==> src/rtl/lsu_byte_seq_if.sv <==
// rtl/lsu_byte_seq_if.sv - core request/response and byte-memory port bundle for lsu_byte_seq
//
// Purpose: groups the core-side load/store handshake and the byte-wide memory
// port into one interface.
// Modports:
//   slave  - the sequencer: takes req_*, mem_rdata; drives req_ready, resp_*, mem_addr/wen/wdata
//   master - the environment (core + memory): the opposite directions
interface lsu_byte_seq_if #(
  parameter int DATA_WIDTH = 32,
  parameter int ADDR_WIDTH = 32
);
  logic                  req_valid;
  logic                  req_ready;
  logic                  req_we;
  logic [2:0]            req_funct3;
  logic [ADDR_WIDTH-1:0] req_addr;
  logic [DATA_WIDTH-1:0] req_wdata;
  logic                  resp_valid;
  logic [DATA_WIDTH-1:0] resp_rdata;
  logic                  resp_err;
  logic [ADDR_WIDTH-1:0] mem_addr;
  logic                  mem_wen;
  logic [7:0]            mem_wdata;
  logic [7:0]            mem_rdata;

  modport slave (
    input  req_valid, req_we, req_funct3, req_addr, req_wdata, mem_rdata,
    output req_ready, resp_valid, resp_rdata, resp_err, mem_addr, mem_wen, mem_wdata
  );

  modport master (
    output req_valid, req_we, req_funct3, req_addr, req_wdata, mem_rdata,
    input  req_ready, resp_valid, resp_rdata, resp_err, mem_addr, mem_wen, mem_wdata
  );
endinterface

==> src/rtl/lsu_byte_seq.sv <==
// rtl/lsu_byte_seq.sv - RV32I load/store sequencer over a byte-wide memory
//
// Purpose: accepts one load/store per handshake, issues 1/2/4 single-byte
// accesses at consecutive (wrapping) addresses, and returns an extended load
// result or a store completion, flagging illegal requests with resp_err.
// Ports:
//   clk   - clock, all state changes on the rising edge
//   rst_n - asynchronous active-low reset
//   bus   - lsu_byte_seq_if.slave: req_*/resp_* core handshake, mem_* byte port
// Configuration macro: LSU_MISALIGN_TRAP_EN - when defined, misaligned
// halfword/word requests are rejected with an error response.
module lsu_byte_seq #(
  parameter int DATA_WIDTH = 32,
  parameter int ADDR_WIDTH = 32
) (
  input  logic          clk,
  input  logic          rst_n,
  lsu_byte_seq_if.slave bus
);

  typedef enum logic [1:0] {IDLE, ACCESS, RESP} state_t;

  state_t                state, state_next;
  logic                  we_q;
  logic [2:0]            f3_q;
  logic [ADDR_WIDTH-1:0] addr_q;
  logic [DATA_WIDTH-1:0] wdata_q;
  logic [DATA_WIDTH-1:0] result_q;
  logic [DATA_WIDTH-1:0] result_ext;
  logic [1:0]            k;
  logic [1:0]            last_k;
  logic                  err_q;
  logic                  req_legal;

  // Legality is judged on the live request inputs, since it decides the
  // transition out of IDLE in the same cycle the request is accepted.
  always_comb begin
    req_legal = 1'b0;
    if (bus.req_we) begin
      req_legal = (bus.req_funct3[2] == 1'b0) && (bus.req_funct3[1:0] != 2'b11);
    end else begin
      case (bus.req_funct3)
        3'b000, 3'b001, 3'b010, 3'b100, 3'b101: req_legal = 1'b1;
        default:                                req_legal = 1'b0;
      endcase
    end
`ifdef LSU_MISALIGN_TRAP_EN
    if ((bus.req_funct3[1:0] == 2'b01) && bus.req_addr[0])
      req_legal = 1'b0;
    if ((bus.req_funct3[1:0] == 2'b10) && (bus.req_addr[1:0] != 2'b00))
      req_legal = 1'b0;
`endif
  end

  // Index of the final byte: N-1 for N = 1, 2, 4.
  always_comb begin
    case (f3_q[1:0])
      2'b00:   last_k = 2'd0;
      2'b01:   last_k = 2'd1;
      default: last_k = 2'd3;
    endcase
  end

  always_ff @(posedge clk or negedge rst_n) begin
    if (!rst_n) state <= IDLE;
    else        state <= state_next;
  end

  always_comb begin
    state_next = state;
    case (state)
      IDLE:    if (bus.req_valid) state_next = req_legal ? ACCESS : RESP;
      ACCESS:  if (k == last_k)   state_next = RESP;
      RESP:    state_next = IDLE;
      default: state_next = IDLE;
    endcase
  end

  always_ff @(posedge clk or negedge rst_n) begin
    if (!rst_n) begin
      we_q     <= 1'b0;
      f3_q     <= 3'b000;
      addr_q   <= '0;
      wdata_q  <= '0;
      result_q <= '0;
      k        <= 2'd0;
      err_q    <= 1'b0;
    end else begin
      case (state)
        IDLE: begin
          if (bus.req_valid) begin
            we_q     <= bus.req_we;
            f3_q     <= bus.req_funct3;
            addr_q   <= bus.req_addr;
            wdata_q  <= bus.req_wdata;
            result_q <= '0;
            k        <= 2'd0;
            err_q    <= ~req_legal;
          end
        end
        ACCESS: begin
          k <= k + 2'd1;
          if (!we_q) result_q[{k, 3'b000} +: 8] <= bus.mem_rdata;
        end
        default: ;
      endcase
    end
  end

  always_comb begin
    case (f3_q)
      3'b000:  result_ext = {{(DATA_WIDTH-8){result_q[7]}}, result_q[7:0]};
      3'b001:  result_ext = {{(DATA_WIDTH-16){result_q[15]}}, result_q[15:0]};
      3'b100:  result_ext = {{(DATA_WIDTH-8){1'b0}}, result_q[7:0]};
      3'b101:  result_ext = {{(DATA_WIDTH-16){1'b0}}, result_q[15:0]};
      default: result_ext = result_q;
    endcase
  end

  // Outputs decode from state only, so an asynchronous reset drops them at once.
  always_comb begin
    bus.req_ready  = (state == IDLE);
    bus.resp_valid = 1'b0;
    bus.resp_err   = 1'b0;
    bus.resp_rdata = '0;
    bus.mem_addr   = '0;
    bus.mem_wen    = 1'b0;
    bus.mem_wdata  = 8'h00;
    case (state)
      ACCESS: begin
        bus.mem_addr = addr_q + ADDR_WIDTH'(k);
        if (we_q) begin
          bus.mem_wen   = 1'b1;
          bus.mem_wdata = wdata_q[{k, 3'b000} +: 8];
        end
      end
      RESP: begin
        bus.resp_valid = 1'b1;
        bus.resp_err   = err_q;
        if (!err_q && !we_q) bus.resp_rdata = result_ext;
      end
      default: ;
    endcase
  end

endmodule

==> src/flat_wrapper.sv <==
// flat-port wrapper written by rule: the top's interface ports become plain ports
module lsu_byte_seq_flat 
#(
  parameter int DATA_WIDTH = 32,
  parameter int ADDR_WIDTH = 32
)
  (clk, rst_n, bus_req_valid, bus_req_we, bus_req_funct3, bus_req_addr, bus_req_wdata, bus_mem_rdata, bus_req_ready, bus_resp_valid, bus_resp_rdata, bus_resp_err, bus_mem_addr, bus_mem_wen, bus_mem_wdata);
  lsu_byte_seq_if #(.DATA_WIDTH(DATA_WIDTH), .ADDR_WIDTH(ADDR_WIDTH)) bus_i ();
  input  logic clk;
  input  logic rst_n;
  input wire logic [$bits(bus_i.req_valid)-1:0] bus_req_valid;
  input wire logic [$bits(bus_i.req_we)-1:0] bus_req_we;
  input wire logic [$bits(bus_i.req_funct3)-1:0] bus_req_funct3;
  input wire logic [$bits(bus_i.req_addr)-1:0] bus_req_addr;
  input wire logic [$bits(bus_i.req_wdata)-1:0] bus_req_wdata;
  input wire logic [$bits(bus_i.mem_rdata)-1:0] bus_mem_rdata;
  output wire logic [$bits(bus_i.req_ready)-1:0] bus_req_ready;
  output wire logic [$bits(bus_i.resp_valid)-1:0] bus_resp_valid;
  output wire logic [$bits(bus_i.resp_rdata)-1:0] bus_resp_rdata;
  output wire logic [$bits(bus_i.resp_err)-1:0] bus_resp_err;
  output wire logic [$bits(bus_i.mem_addr)-1:0] bus_mem_addr;
  output wire logic [$bits(bus_i.mem_wen)-1:0] bus_mem_wen;
  output wire logic [$bits(bus_i.mem_wdata)-1:0] bus_mem_wdata;
  assign bus_i.req_valid = bus_req_valid;
  assign bus_i.req_we = bus_req_we;
  assign bus_i.req_funct3 = bus_req_funct3;
  assign bus_i.req_addr = bus_req_addr;
  assign bus_i.req_wdata = bus_req_wdata;
  assign bus_i.mem_rdata = bus_mem_rdata;
  assign bus_req_ready = bus_i.req_ready;
  assign bus_resp_valid = bus_i.resp_valid;
  assign bus_resp_rdata = bus_i.resp_rdata;
  assign bus_resp_err = bus_i.resp_err;
  assign bus_mem_addr = bus_i.mem_addr;
  assign bus_mem_wen = bus_i.mem_wen;
  assign bus_mem_wdata = bus_i.mem_wdata;
  lsu_byte_seq #(.DATA_WIDTH(DATA_WIDTH), .ADDR_WIDTH(ADDR_WIDTH)) u_core (.clk(clk), .rst_n(rst_n), .bus(bus_i));
endmodule
==> config.mk <==
export PLATFORM = sky130hd
export DESIGN_NAME = lsu_byte_seq_flat
export DESIGN_NICKNAME = d
export VERILOG_FILES = /design/src/rtl/lsu_byte_seq_if.sv /design/src/rtl/lsu_byte_seq.sv /design/src/flat_wrapper.sv
export SDC_FILE = /design/constraint.sdc
export NUM_CORES = 1
export LEC_CHECK = 0
export ABC_AREA = 0
export CORE_ASPECT_RATIO = 1.75
export CORE_UTILIZATION = 49
export CTS_CLUSTER_SIZE = 8
export DETAILED_ROUTE_END_ITERATION = 8
export PLACE_DENSITY_LB_ADDON = 0.05
export RECOVER_POWER = 100
export SLEW_MARGIN = 20
export SYNTH_ARGS = -nofsm -noshare
export SYNTH_HDL_FRONTEND = slang
export SYNTH_SLANG_ARGS = --single-unit
export TNS_END_PERCENT = 30
==> constraint.sdc <==
create_clock -name clk -period 2.9 [get_ports clk]
set_clock_uncertainty 0.15 [all_clocks]
set_input_delay 0.435 -clock clk [delete_from_list [all_inputs] [get_ports clk]]
set_output_delay 0.435 -clock clk [all_outputs]
set_load 0.02 [all_outputs]
==> run_results.csv <==
group,metric,value,unit
outcome,status,"finished, violations left",
outcome,violations,"negative setup slack",
power_and_ir_drop,clkPwrFrac,18.5,%
sta,grt_setup_unrepaired,"yes",
worst_setup_path,critPathMaxStageDelay,0.47,ns
die,start_util,50.2,%
synthesis,async_reset_ff_share,100,%
power_and_ir_drop,power.density,906,nW/um^2
die,die_y,143,um
final_layout,final_common_cell,"clkdlybuf4s50_1",
worst_setup_path,worst-path-buf-inv,2,
final_layout,final_cells,873,
worst_setup_path,startpoint,"u_core.k[1]",
worst_setup_path,reg2reg_to,"u_core.wdata_q[12]",
place,place_ws,-0.404,ns
worst_setup_path,criticalPathCategory,"register to output pin",
worst_setup_path,cp.arrival,2.49,ns
worst_setup_path,crit_family,"simple AND/OR/NAND/NOR gates",
cts,cts_tree,"built",
sta,relSlewSlack,18.7,%
worst_setup_path,worst-path-max-fanout,16,
synthesis,ys_ff_latch,105,
die,fp-row-count,51,
final_layout,final_cell_mix,"109 x clkdlybuf4s50_1, 104 x dfrtp_1, 76 x buf_4, 62 x mux2_2, 55 x nand2_1",
sta,worst_pin_slew,1.22,ns
drt,wl,16.1,mm
synthesis,synth_cell_types,44,
cts,numCtsBuffers,9,
synthesis,synthTopCellsByArea,"dfrtp_1 47%, mux2_2 13%, a21oi_1 3.8%",
cts,cts_max_level,3,
drt,drt_iter0_markers,216,
power_and_ir_drop,p_int,4.55,mW
synthesis,synth_flop_cell,"dfrtp_1",
power_and_ir_drop,cellLeakagePower,3.51,nW
cts,path_clk_slew,0.07,ns
place,io_buffers,154,
place,placed_cells,845,
drt,firstDrtPassIters,5,
sta,timing.setup.tns,-1.91,ns
final_layout,final_layout_size_suffix_gt1_share,28.6,%
worst_setup_path,required,2.32,ns
global_routing,grt_max_degree,61,
global_routing,grt_pass1_wl,24.8,mm
worst_setup_path,cp-start-kind,"register",
worst_setup_path,worstRegToRegCells,4,
final_layout,design_area,8120,sq um
cts,clk-insertion-delay-late,0.35,ns
min_path,hold_path_depth,2,
sta,fin_crit,3.08,ns
place,placed_area,7600,sq um
synthesis,synth_edf_count,0,
die,dieArea,11800,sq um
power_and_ir_drop,seq_power_share,32.7,%
drt,drc_errors,0,
sta,fmaxAchievable,0.325,GHz
worst_setup_path,rr_startpoint,"u_core.state[0]",
sta,hold_viol_final,0,
synthesis,synth_area_leader_cell,"dfrtp_1",
synthesis,synth_top_area_share,47.4,%
sta,slew_viol_final,0,
min_path,worstHoldPathType,"register to register",
sta,worst_slack,-0.178,ns
worst_setup_path,cp_common_cell,"or4_1",
synthesis,syn_nets,618,
synthesis,synth_area,5540,sq um
drt,ant_nets,0,
global_routing,grt_pass1_vias,5066,
die,coreArea,11000,sq um
power_and_ir_drop,total_power,7.35,mW
drt,viasPerCell,5.68,
synthesis,synthCells,532,
power_and_ir_drop,combPwrFrac,48.7,%
synthesis,synth-seq-area-share,47.4,%
place,place_congestion,0.928,
global_routing,antenna_found_initial,0,
min_path,hold_end,"u_core.result_q[1]",
power_and_ir_drop,p_sw,2.80,mW
final_layout,fillers,838,
sta,fin_crit_sh,106,%
worst_setup_path,endpoint_kind,"output pin",
synthesis,synth-warning-count,0,
cts,clock_sinks,105,
sta,finalSetupViolCount,21,
die,fp.dieW,82.4,um
cts,cts.path.max_buffers,2,
worst_setup_path,crit_chain,"ha_1 -> a21oi_2 -> or4_1 -> buf_6 -> or4_1 -> a21oi_1 -> buf_4",
final_layout,final_nets,822,
final_layout,diodes,0,
worst_setup_path,r2r_slack,0.31,ns
run,drv_cap,0,
power_and_ir_drop,ir_worst_vdd,552,uV
die,io_pins,155,
drt,route.detailed.wl_per_inst,18.5,um
power_and_ir_drop,switching_share,38.1,%
global_routing,grt.overflow.total,0,
synthesis,avgSynthCellArea,10.4,sq um
global_routing,grt_usage,28.4,%
place,dp.final_hpwl,11.3,mm
final_layout,syn2layout_area_growth,46.5,%
cts,root_buffer,"clkbuf_16",
min_path,hold_path_startpoint,"u_core.result_q[1]",
worst_setup_path,slowest_stage,"or4_1",
drt,vias,4959,
metrics by stage:
stage | hold WS, ns | util [%]
floorplan | -0.0106 | -
global placement | 0.192 | 68.9
detailed placement | 0.200 | 68.9
CTS | 0.338 | 72.8
global route | 0.353 | 73.5
finish | 0.330 | 73.5
cells in the mapped netlist (2+ instances only):
cell type  instances
nor4b_2            2
nor3_1             4
a21oi_1           42
nor2_1            12
o311ai_0           2
clkbuf_1          31
nand2_1           55
a21o_1             3
and2_1            12
mux2i_1            4
nand4_1            5
or4_1             12
and4_1             2
xor2_1             2
nand2b_1           7
mux2_2            62
nand3b_1           4
nand3_1           11
or3_1              7
o31ai_1           14
o22ai_1            2
nor4_1             5
nor3b_1            4
dfrtp_1          105
o21ai_0           38
a22o_1            16
inv_1             25
nor2b_1            2
ha_1               6
xnor2_1            7
and3_1             9
mux4_2             8
worst max path at each step:
stage                            end  slack [ns]  cells past startpoint
floorplan           bus_mem_addr[30]       -0.07                      7
global placement    bus_mem_addr[18]       -0.34                      7
detailed placement  bus_mem_addr[30]       -0.40                      7
CTS                 bus_mem_addr[23]       -0.21                      7
global route        bus_mem_addr[18]       -0.30                      7
finish              bus_mem_addr[21]       -0.18                      7
timing repair:
action                                  4_1_cts  5_1_grt
resized for setup                           139       28
hold buffers                                  1        0
buffers inserted                              6        4
gates cloned                                  1        0
pin swaps                                    17        4
endpoints found under the setup margin       39       37
endpoints found under the hold margin        20        0
layer usage:
metal	track usage, %	vias up	routed length, um
li1	-	2324	-
met4	12.8	0	517
met1	31.4	2437	5830
met3	4.35	33	749
met2	51.7	165	9030
met5	0	-	0
layout make-up:
type                       count  area [sq um]  area share [%]
multi-input combinational    369          2860            35.3
sequential                   105          2630            32.4
timing repair buffer         226          2030            25.0
clock buffer                   9           225            2.77
tap                          132           165            2.03
clock inverter                 7           111            1.37
inverter                      25          93.8            1.16
power by group through the flow:
stage,sequential (mW),clock [mW],combinational [mW]
5_1_grt,2.47,1.44,3.85
4_1_cts,2.39,1.38,3.51
3_3_place_gp,2.36,0,3.34
6_report,2.41,1.36,3.58
2_1_floorplan,2.36,0,2.00
3_5_place_dp,2.41,0,3.43
worst reg2reg max path: stages, from the launching register on:
cell and delay [ns]:
dfrtp_1 0.37, buf_4 0.16, nor3b_1 0.54, clkbuf_2 0.81
mux2_2 0.44
flip-flops by register name, indices dropped and copies added, names as in the netlist:
register         cells
u_core.addr_q       32
u_core.result_q     32
u_core.we_q          1
u_core.k             2
u_core.wdata_q      32
u_core.state         2
u_core.err_q         1
u_core.f3_q          3
cells by family after synthesis:
logic type | after synthesis | synth area share (%)
buffers and inverters | 59 | 4.16
DFF | 105 | 47.4
muxes | 74 | 16.6
and+or+nand+nor | 157 | 15.6
xor gates and xnor gates | 9 | 1.42
adders and majority gates | 7 | 1.72
AOI/OAI and AO/OA | 121 | 13.1
No activity file was read; power rests on OpenSTA's default activity.
